===== src/rtl/tdec_t_b.sv =====
// Temporal decoder: per channel, the phase of the first rising input in each gamma cycle.
// Result is registered 1 edge after the gamma ends; a result arriving while the previous one is still held is dropped and flagged on overrun.
module tdec_t_b #(
   parameter int NUM_INPUTS        = 4,
   parameter int GAMMA_CYCLE_WIDTH = 16,
   localparam int TW = $clog2(GAMMA_CYCLE_WIDTH + 1),
   localparam int PW = $clog2(GAMMA_CYCLE_WIDTH)
) (
   input  logic                     clk,
   input  logic                     grst,
   input  logic                     en,
   input  logic [NUM_INPUTS-1:0]    inputs,
   output logic [NUM_INPUTS*TW-1:0] out_times,
   output logic                     out_valid,
   input  logic                     out_ready,
   output logic                     overrun
);

   typedef enum logic {IDLE, RUN} state_t;

   localparam logic [TW-1:0] T_INF  = TW'(GAMMA_CYCLE_WIDTH);
   localparam logic [TW-1:0] T_LAST = TW'(GAMMA_CYCLE_WIDTH - 1);
   localparam logic [PW-1:0] PH_END = PW'(GAMMA_CYCLE_WIDTH - 1);

   state_t                  state;
   logic [PW-1:0]           ph;
   logic [TW-1:0]           cap [NUM_INPUTS];
   logic [NUM_INPUTS-1:0]   got;
   logic [NUM_INPUTS*TW-1:0] fin;
   logic                    last;

   assign last = (state == RUN) && en && (ph == PH_END);

   // The ph=G-1 sample is folded in here so it lands in this cycle's result.
   always_comb begin
      fin = '0;
      for (int i = 0; i < NUM_INPUTS; i++) begin
         if (got[i])
            fin[i*TW +: TW] = cap[i];
         else if (inputs[i])
            fin[i*TW +: TW] = T_LAST;
         else
            fin[i*TW +: TW] = T_INF;
      end
   end

   always_ff @(posedge clk or posedge grst) begin
      if (grst) begin
         state     <= IDLE;
         ph        <= '0;
         got       <= '0;
         for (int i = 0; i < NUM_INPUTS; i++)
            cap[i] <= T_INF;
         out_times <= {NUM_INPUTS{T_INF}};
         out_valid <= 1'b0;
         overrun   <= 1'b0;
      end else begin
         if (state == RUN && en && !last) begin
            ph <= ph + 1'b1;
            for (int i = 0; i < NUM_INPUTS; i++) begin
               if (inputs[i] && !got[i]) begin
                  cap[i] <= TW'(ph);
                  got[i] <= 1'b1;
               end
            end
         end else begin
            // Idle, abort, or gamma end: start the next gamma from a clean slate.
            ph  <= '0;
            got <= '0;
            for (int i = 0; i < NUM_INPUTS; i++)
               cap[i] <= T_INF;
         end

         case (state)
            IDLE:    if (en)  state <= RUN;
            RUN:     if (!en) state <= IDLE;
            default: state <= IDLE;
         endcase

         if (last) begin
            if (!out_valid || out_ready) begin
               out_times <= fin;
               out_valid <= 1'b1;
            end else begin
               overrun   <= 1'b1;
            end
         end else if (out_valid && out_ready) begin
            out_valid <= 1'b0;
         end
      end
   end

endmodule


===== config.mk =====
export PLATFORM = sky130hd
export DESIGN_NAME = tdec_t_b
export DESIGN_NICKNAME = d
export VERILOG_FILES = /design/src/rtl/tdec_t_b.sv
export SDC_FILE = /design/constraint.sdc
export NUM_CORES = 1
export LEC_CHECK = 0
export CORE_MARGIN = 3
export CORE_UTILIZATION = 55
export CTS_BUF_LIST = sky130_fd_sc_hd__clkbuf_4
export DETAILED_ROUTE_END_ITERATION = 10
export PLACE_DENSITY_LB_ADDON = 0.15
export SYNTH_ARGS = -nofsm -noshare
export SYNTH_HDL_FRONTEND = slang
export SYNTH_SLANG_ARGS = --single-unit

===== constraint.sdc =====
create_clock -name clk -period 2 [get_ports clk]
set_clock_uncertainty 0.05 [all_clocks]
set_input_delay 0.3 -clock clk [delete_from_list [all_inputs] [get_ports clk]]
set_output_delay 0.3 -clock clk [all_outputs]
set_load 0.005 [all_outputs]

==> flow_summary_export.csv, run 1 <==
group,metric,value,unit
run_status,status,"completed",
clocking,ctsResizeCount,0,
setup_path,critPathLaunchType,"flop",
routing,routedWlPerCell,14.07,um
setup_path,worstPathMaxFanout,2,
routing,finalWirelength,3.856,mm
clocking,cts_buffers,5,
clocking,post_cts_buffers,0,
routing,top_layer,"met4",
clocking,clock_latency,360,ps
floorplan,die_x,69.37,um
sta,slew_headroom,0.7047,
synth,yosys-top-cells-area,"dfrtp_1 49%, dfstp_2 9.5%, mux2i_1 7.3%, nand2_1 6.1%, mux2_2 5.1%",
pwr,power_density,625.3,nW/um^2
synth,synth.largest_area_cell,"dfrtp_1",
grt,grt_overflow,0,
floorplan,ios,30,
synth,synth_cells,192,
clocking,cts.sinks,51,
place,dp_hpwl,2.810,mm
pwr,peakVddDrop,0.0004973,V
routing,num_vias,1420,
sta,finalMaxSlewViolations,0,
routing,route.met3.wl,133,um
grt,track_usage,0.1799,
setup_path,critPathBufInv,1,
routing,m1WireLength,1.651,mm
place,port_buffers,29,
synth,synth-seq-cells,51,
layout,final_cell_mix,"43 x dfrtp_1, 36 x nand2_1, 29 x clkdlybuf4s50_1",
setup_path,crit_required,1650,ps
pwr,leakagePower,1.300,nW
routing,dr.first_iter.drc_count,55,
sta,final.setup.tns,0,ps
sta,hold_violations,0,
synth,syn_area,2208,um^2
routing,vias_per_cell,5.182,
place,routabilityCongestion,0.8164,
routing,ant_nets,0,
synth,synth_warnings,0,
routing,wl_met2,2.032,mm
sta,worst_pin_slew,442.9,ps
synth,synthesis.nets,201,
layout,nNetsFinal,234,
clocking,cts_tree,"yes",
sta,setup_viol_count_final,0,
grt,antenna_found_initial,0,
synth,postSynthAreaPerCell,11.50,um^2
floorplan,rows,22,
clocking,cts.htree.levels,2,
floorplan,die_area,4812,um^2
layout,drive_gt1_frac,0.1947,
clocking,cts_buffer_depth,2,
sta,min_period,1761,ps
setup_path,crit_path_cell_trace,"clkdlybuf4s50_1",
worst_hold_path,hold_class,"primary input to asynchronous set/reset pin",
clocking,postCtsHoldBufs,0,
sta,rsz0062_at_grt,"no",
setup_path,setup.worst_path.end_class,"output pin",
floorplan,coreArea,3771,um^2
grt,grt_max_degree,34,
layout,layout_commonest_cell,"dfrtp_1",
layout,diodes,0,
routing,firstDrtPassIters,4,
layout,finalInstanceArea,2600,um^2
floorplan,start_util,0.5856,
setup_path,slowest_delay,560,ps
layout,area_growth,17.73,%
floorplan,die_h,69.37,um
setup_path,crit_arrival,1410,ps
clocking,clk_pin_slew,140,ps
flow_run,max_cap_violations,0,
setup_path,crit_path_top_delay_cell,"dfstp_2",
routing,route.detailed.drc,0,
synth,synth.top_cell.area_share,0.4873,
synth,seq_area_frac_synth,0.5824,
place,placed_area,2542,um^2
setup_path,critPathTopFamily,"flip-flops",
setup_path,critPathKind,"flop to output pin",
sta,post-route-period-util,0.8806,
grt,grt_pass1_wl,6.803,mm
sta,max_freq,567.8,MHz
clocking,clockRootBuffer,"clkbuf_4",
grt,grt_pass1_vias,1420,
synth,synth_cell_types,25,
==> metal layers <==
metal / GRT usage / vias up
met5: 0 / -
met4: 0.05423 / 0
met3: 0.05217 / 5
met2: 0.3019 / 21
met1: 0.2252 / 707
li1: - / 687
==> Yosys cell counts, drive strengths merged <==
cell    number
o21ai        4
nand2       37
dfstp        8
nand2b       4
a21o         5
xor2         2
nor2        24
mux2        16
o22ai        4
dfrtp       43
or2          1
and2b        1
or2b         1
ha           1
inv         10
mux2i       16
nand3        4
and3         1
buf          9
nor3         1
==> power breakdown <==
group / internal [mW] / switching (mW) / total [mW]
Clock: 0.150 / 0.305 / 0.455
Combinational: 0.0430 / 0.0689 / 0.112
Sequential: 1.05 / 0.0118 / 1.06
Total: 1.24 / 0.386 / 1.63
==> layout make-up <==
type / count / area, um^2
Sequential cell: 51 / 1286
Fill cell: 296 / 1171
Timing Repair Buffer: 35 / 347.8
Clock inverter: 2 / 12.51
Multi-Input combinational cell: 122 / 810.8
Clock buffer: 6 / 45.04
Inverter: 10 / 37.54
Tap cell: 48 / 60.06
==> logic make-up (layout without fill, tap and decap cells) <==
kind of cell | Yosys count | count (layout) | synth area share
AOI/OAI and AO/OA | 13 | 13 | 0.03739
xor gates and xnor gates | 2 | 2 | 0.007933
adders and majority gates | 1 | 1 | 0.005665
buffers and inverters | 19 | 53 | 0.05043
DFF | 51 | 51 | 0.5824
muxes | 32 | 32 | 0.1643
and+or+nand+nor | 74 | 74 | 0.1518
==> flip-flops by register name, summed over array words and instances (netlist names) <==
name and flops:
cap 20, state 1, ph 4, overrun 1
out_times 20, got 4, out_valid 1
==> final timing paths <==
kind / cells past startpoint / slack (ps) / end / start
setup reg to reg: 5 / 320 / out_times[13] / ph[0]
hold / removal: 2 / 180 / cap[8] / grst
hold reg to reg: 1 / 430 / overrun / overrun
setup / recovery: 1 / 240 / out_times[4] / out_times[4]
max in group asynchronous: 3 / 1150 / out_times[19] / grst
min in group clk: 1 / 430 / overrun / overrun
==> per-stage QoR <==
step	hold slack [ps]	util	setup WS (ps)	power, mW	std cells
after global placement	393.0	0.6742	118.1	1.184	266
after global routing	159.9	0.6894	178.2	1.711	274
after floorplan	281.4	-	401.9	1.153	192
after detailed placement	395.4	0.6742	17.83	1.191	266
after CTS	173.9	0.6894	223.4	1.643	274
final	181.8	0.6894	238.7	1.626	274
Power figures use the tool's default switching activity.
==> inputs of run 2 (changes only) <==
- PLACE_DENSITY: default -> 0.8
- PLACE_DENSITY_LB_ADDON: 0.15 -> default
==> flow_summary_export.csv, run 2 (same netlist as run 1, synthesis figures left out) <==
group,metric,value,unit
layout,fin_cells,273,
grt,grt_pass1_vias,1375,
layout,area_growth,17.17,%
clocking,clock_latency,360,ps
place,placed_area,2535,um^2
layout,final_cell_mix,"43 x dfrtp_1, 36 x nand2_1, 29 x clkdlybuf4s50_1",
routing,num_vias,1412,
clocking,cts_tree,"yes",
layout,drive_gt1_frac,0.1822,
layout,finalInstanceArea,2587,um^2
routing,route.detailed.drc,0,
flow_run,max_cap_violations,0,
setup_path,setup.worst_path.end_class,"flop",
sta,rsz0062_at_grt,"no",
grt,grt_pass1_wl,6.589,mm
worst_hold_path,hold_class,"primary input to asynchronous set/reset pin",
clocking,cts_buffer_depth,2,
routing,ant_nets,0,
place,port_buffers,29,
sta,slew_headroom,0.6945,
routing,dr.first_iter.drc_count,100,
grt,antenna_found_initial,0,
pwr,leakagePower,1.293,nW
layout,layout_commonest_cell,"dfrtp_1",
floorplan,die_x,69.37,um
place,routabilityCongestion,0.7655,
sta,post-route-period-util,0.9219,
setup_path,crit_arrival,2060,ps
setup_path,worstPathMaxFanout,11,
layout,nNetsFinal,233,
clocking,ctsResizeCount,0,
place,dp_hpwl,2.648,mm
layout,diodes,0,
floorplan,die_area,4812,um^2
clocking,postCtsHoldBufs,0,
setup_path,crit_required,2220,ps
clocking,cts.htree.levels,2,
sta,max_freq,542.4,MHz
clocking,clk_pin_slew,140,ps
pwr,peakVddDrop,0.0004494,V
clocking,cts.sinks,51,
routing,finalWirelength,3.828,mm
floorplan,start_util,0.5856,
floorplan,rows,22,
sta,worst_pin_slew,458.2,ps
floorplan,ios,30,
run_status,status,"completed",
grt,grt_overflow,0,
place,dp_cells,265,
layout,filler_cell_count,265,
pwr,power_density,624.3,nW/um^2
grt,track_usage,0.1741,
floorplan,die_h,69.37,um
sta,final.setup.tns,0,ps
sta,min_period,1844,ps
layout,top_regs,"cap (20), out_times (20)",
routing,vias_per_cell,5.172,
sta,hold_violations,0,
floorplan,coreArea,3771,um^2
clocking,post_cts_buffers,0,
setup_path,critPathKind,"flop to flop",
routing,routedWlPerCell,14.02,um
sta,setup_viol_count_final,0,
sta,finalMaxSlewViolations,0,
routing,firstDrtPassIters,4,
clocking,cts_buffers,5,
grt,grt_max_degree,52,
clocking,clockRootBuffer,"clkbuf_4",
setup_path,critPathLaunchType,"flop",
-- run 2: through the flow --
stage / hold slack, ps / power (mW) / util / worst slack (ps)
2_1_floorplan: 281.4 / 1.153 / - / 401.9
3_3_place_gp: 390.4 / 1.184 / 0.6722 / 97.20
3_5_place_dp: 401.9 / 1.191 / 0.6722 / 58.70
4_1_cts: 221.7 / 1.636 / 0.6861 / 165.6
5_1_grt: 219.4 / 1.696 / 0.6861 / 101.9
6_report: 219.1 / 1.615 / 0.6861 / 156.2
-- run 2: worst max-delay path: stages (launching register included) --
cell,delay (ps)
dfrtp_1,490
ha_1,310
nand2_4,90
nor3_4,200
buf_4,250
mux2_2,360
-- run 2: per-layer routing --
layer	track usage	wire length [um]	up-vias
li1	-	-	692
met1	0.2257	1742	688
met5	0	0	-
met3	0.04928	130	9
met4	0.07375	85	0
met2	0.2744	1870	23
-- run 2: final timing paths --
check                      startpoint       endpoint  slack [ps]  cells past startpoint
hold / removal                   grst   out_times[5]         220                      3
max in group asynchronous        grst  out_times[19]        1400                      3
setup reg to reg                ph[1]   out_times[8]         160                      5
setup / recovery                ph[1]   out_times[8]         160                      5
min in group clk                   en          state         420                      1
hold reg to reg               overrun        overrun         430                      1
-- run 2: cell type report --
cell class | count | area [um^2] | share of cell area
clock buffer | 6 | 45.04 | 0.01741
clock inverter | 2 | 7.507 | 0.002901
inverter | 10 | 37.54 | 0.01451
multi-input combinational | 122 | 810.8 | 0.3133
sequential | 51 | 1286 | 0.4971
tap | 48 | 60.06 | 0.02321
timing repair buffer | 34 | 340.3 | 0.1315
-- run 2: where the power goes --
part           switching, mW  internal (mW)  leakage (nW)
Clock                  0.301          0.144        0.0307
Sequential            0.0130           1.05         0.679
Combinational         0.0676         0.0425         0.584
Total                  0.382           1.23          1.29
==> inputs of run 3 (changes only) <==
- CELL_PAD_IN_SITES_DETAIL_PLACEMENT: default -> 1
- CELL_PAD_IN_SITES_GLOBAL_PLACEMENT: default -> 1
- CORE_UTILIZATION: 55 -> 45
- CTS_CLUSTER_SIZE: default -> 24
- PLACE_DENSITY: 0.8 -> default
- PLACE_DENSITY_LB_ADDON: default -> 0.1
==> flow_summary_export.csv, run 3 (same netlist as run 1, synthesis figures left out) <==
group,metric,value,unit
run_status,status,"completed",
setup_path,cp-startpoint,"out_times[4]",
clocking,cts.sinks,51,
clocking,ctsResizeCount,0,
pwr,power.total,1.619,mW
clocking,postCtsHoldBufs,0,
grt,antenna_found_initial,0,
grt,globalRouteMet1Util,0.1975,
clocking,cts_buffer_depth,2,
floorplan,die_h,76.06,um
place,routabilityCongestion,0.7524,
clocking,post_cts_buffers,0,
grt,grt_overflow,0,
worst_hold_path,hold_class,"primary input to asynchronous set/reset pin",
sta,post-route-period-util,0.8869,
layout,finalInstanceArea,2621,um^2
place,post-place-ws,41.81,ps
place,dp_hpwl,2.963,mm
clocking,clock_latency,360,ps
setup_path,crit_path_cell_trace,"clkdlybuf4s50_1",
sta,worst_pin_slew,444.2,ps
layout,drive_gt1_frac,0.1822,
sta,min_period,1774,ps
setup_path,r2r_cells,5,
place,placed_area,2569,um^2
routing,dr.first_iter.drc_count,82,
layout,area_growth,18.70,%
sta,final.setup.tns,0,ps
floorplan,ios,30,
layout,layout_commonest_cell,"dfrtp_1",
grt,use_met2,0.2908,
setup_path,worstPathMaxFanout,2,
setup_path,setup.worst_path.end_class,"output pin",
sta,setup_viol_count_final,0,
routing,vias_per_cell,4.962,
grt,grt_pass1_wl,7.672,mm
setup_path,crit_required,1650,ps
setup_path,crit_end,"out_times[4]",
pwr,leakagePower,1.291,nW
sta,max_freq,563.8,MHz
pwr,power_density,617.6,nW/um^2
layout,nNetsFinal,233,
flow_run,max_cap_violations,0,
setup_path,cp.depth,1,
layout,filler_cell_count,469,
sta,rsz0062_at_grt,"no",
routing,routedWlPerCell,14.93,um
setup_path,crit_path_top_delay_cell,"dfstp_2",
grt,grt_pass1_vias,1592,
grt,track_usage,0.1642,
layout,final_cell_mix,"43 x dfrtp_1, 36 x nand2_1, 29 x clkdlybuf4s50_1",
setup_path,r2r-start,"ph[0]",
sta,finalMaxSlewViolations,0,
clocking,cts_buffers,5,
layout,top_regs,"cap (20), out_times (20)",
layout,diodes,0,
floorplan,coreArea,4534,um^2
sta,setup_ws,226.2,ps
setup_path,r2r_end,"out_times[13]",
setup_path,crit_arrival,1420,ps
setup_path,critPathLaunchType,"flop",
pwr,peakVddDrop,0.0003154,V
floorplan,die_area,5784,um^2
routing,route.detailed.drc,0,
routing,finalWirelength,4.329,mm
sta,slew_headroom,0.7039,
setup_path,critPathKind,"flop to output pin",
clocking,cts.htree.levels,2,
setup_path,critPathBufInv,1,
clocking,clockRootBuffer,"clkbuf_4",
clocking,clk_pin_slew,150,ps
grt,grt-busiest-layer,"met2",
layout,regArea,1286,um^2
setup_path,rrSetupSlack,310,ps
grt,use_met3,0.04492,
routing,num_vias,1439,
floorplan,die_x,76.06,um
place,port_buffers,29,
sta,hold_ws,218.8,ps
grt,grt_max_degree,52,
routing,firstDrtPassIters,4,
sta,hold_violations,0,
clocking,cts_tree,"yes",
floorplan,start_util,0.4870,
floorplan,rows,24,
routing,ant_nets,0,
setup_path,slowest_delay,560,ps
layout,multi_input_area,810.8,um^2
setup_path,critPathTopFamily,"flip-flops",
## run 3: cell types whose count changed in the layout (fill, tap and decap cells not counted), sizes merged
cell	before	now
clkinvlp	0	1
clkbuf	6	5
## run 3: worst min path at each step
stage               startpoint           end  slack (ps)
floorplan                   en         state         280
global placement       overrun       overrun         390
detailed placement     overrun       overrun         420
CTS                       grst         state         220
global route              grst  out_times[1]         240
finish                    grst  out_times[1]         220
## run 3: report_power, final
part	total, mW	internal, mW	switching, mW
combinational	0.114	0.0433	0.0704
sequential	1.06	1.05	0.0119
clock	0.446	0.130	0.317
total	1.62	1.22	0.399
## run 3: layout make-up
type | instances | area share
clock buffers | 5 | 0.01432
clock inverters | 3 | 0.005728
inverters | 10 | 0.01432
multi-input cells | 122 | 0.3093
flip-flops and latches | 51 | 0.4907
well taps | 65 | 0.03103
repair buffers | 34 | 0.1346
## run 3: routing by layer
layer / share of wire / vias to the layer above
met5: 0 / -
li1: - / 682
met4: 0.011 / 0
met2: 0.50 / 27
met1: 0.45 / 724
met3: 0.042 / 6
## run 3: metrics by stage
stage / instances / util
floorplan: 192 / -
global placement: 282 / 0.5665
detailed placement: 282 / 0.5665
CTS: 290 / 0.5781
global route: 290 / 0.5781
finish: 290 / 0.5781
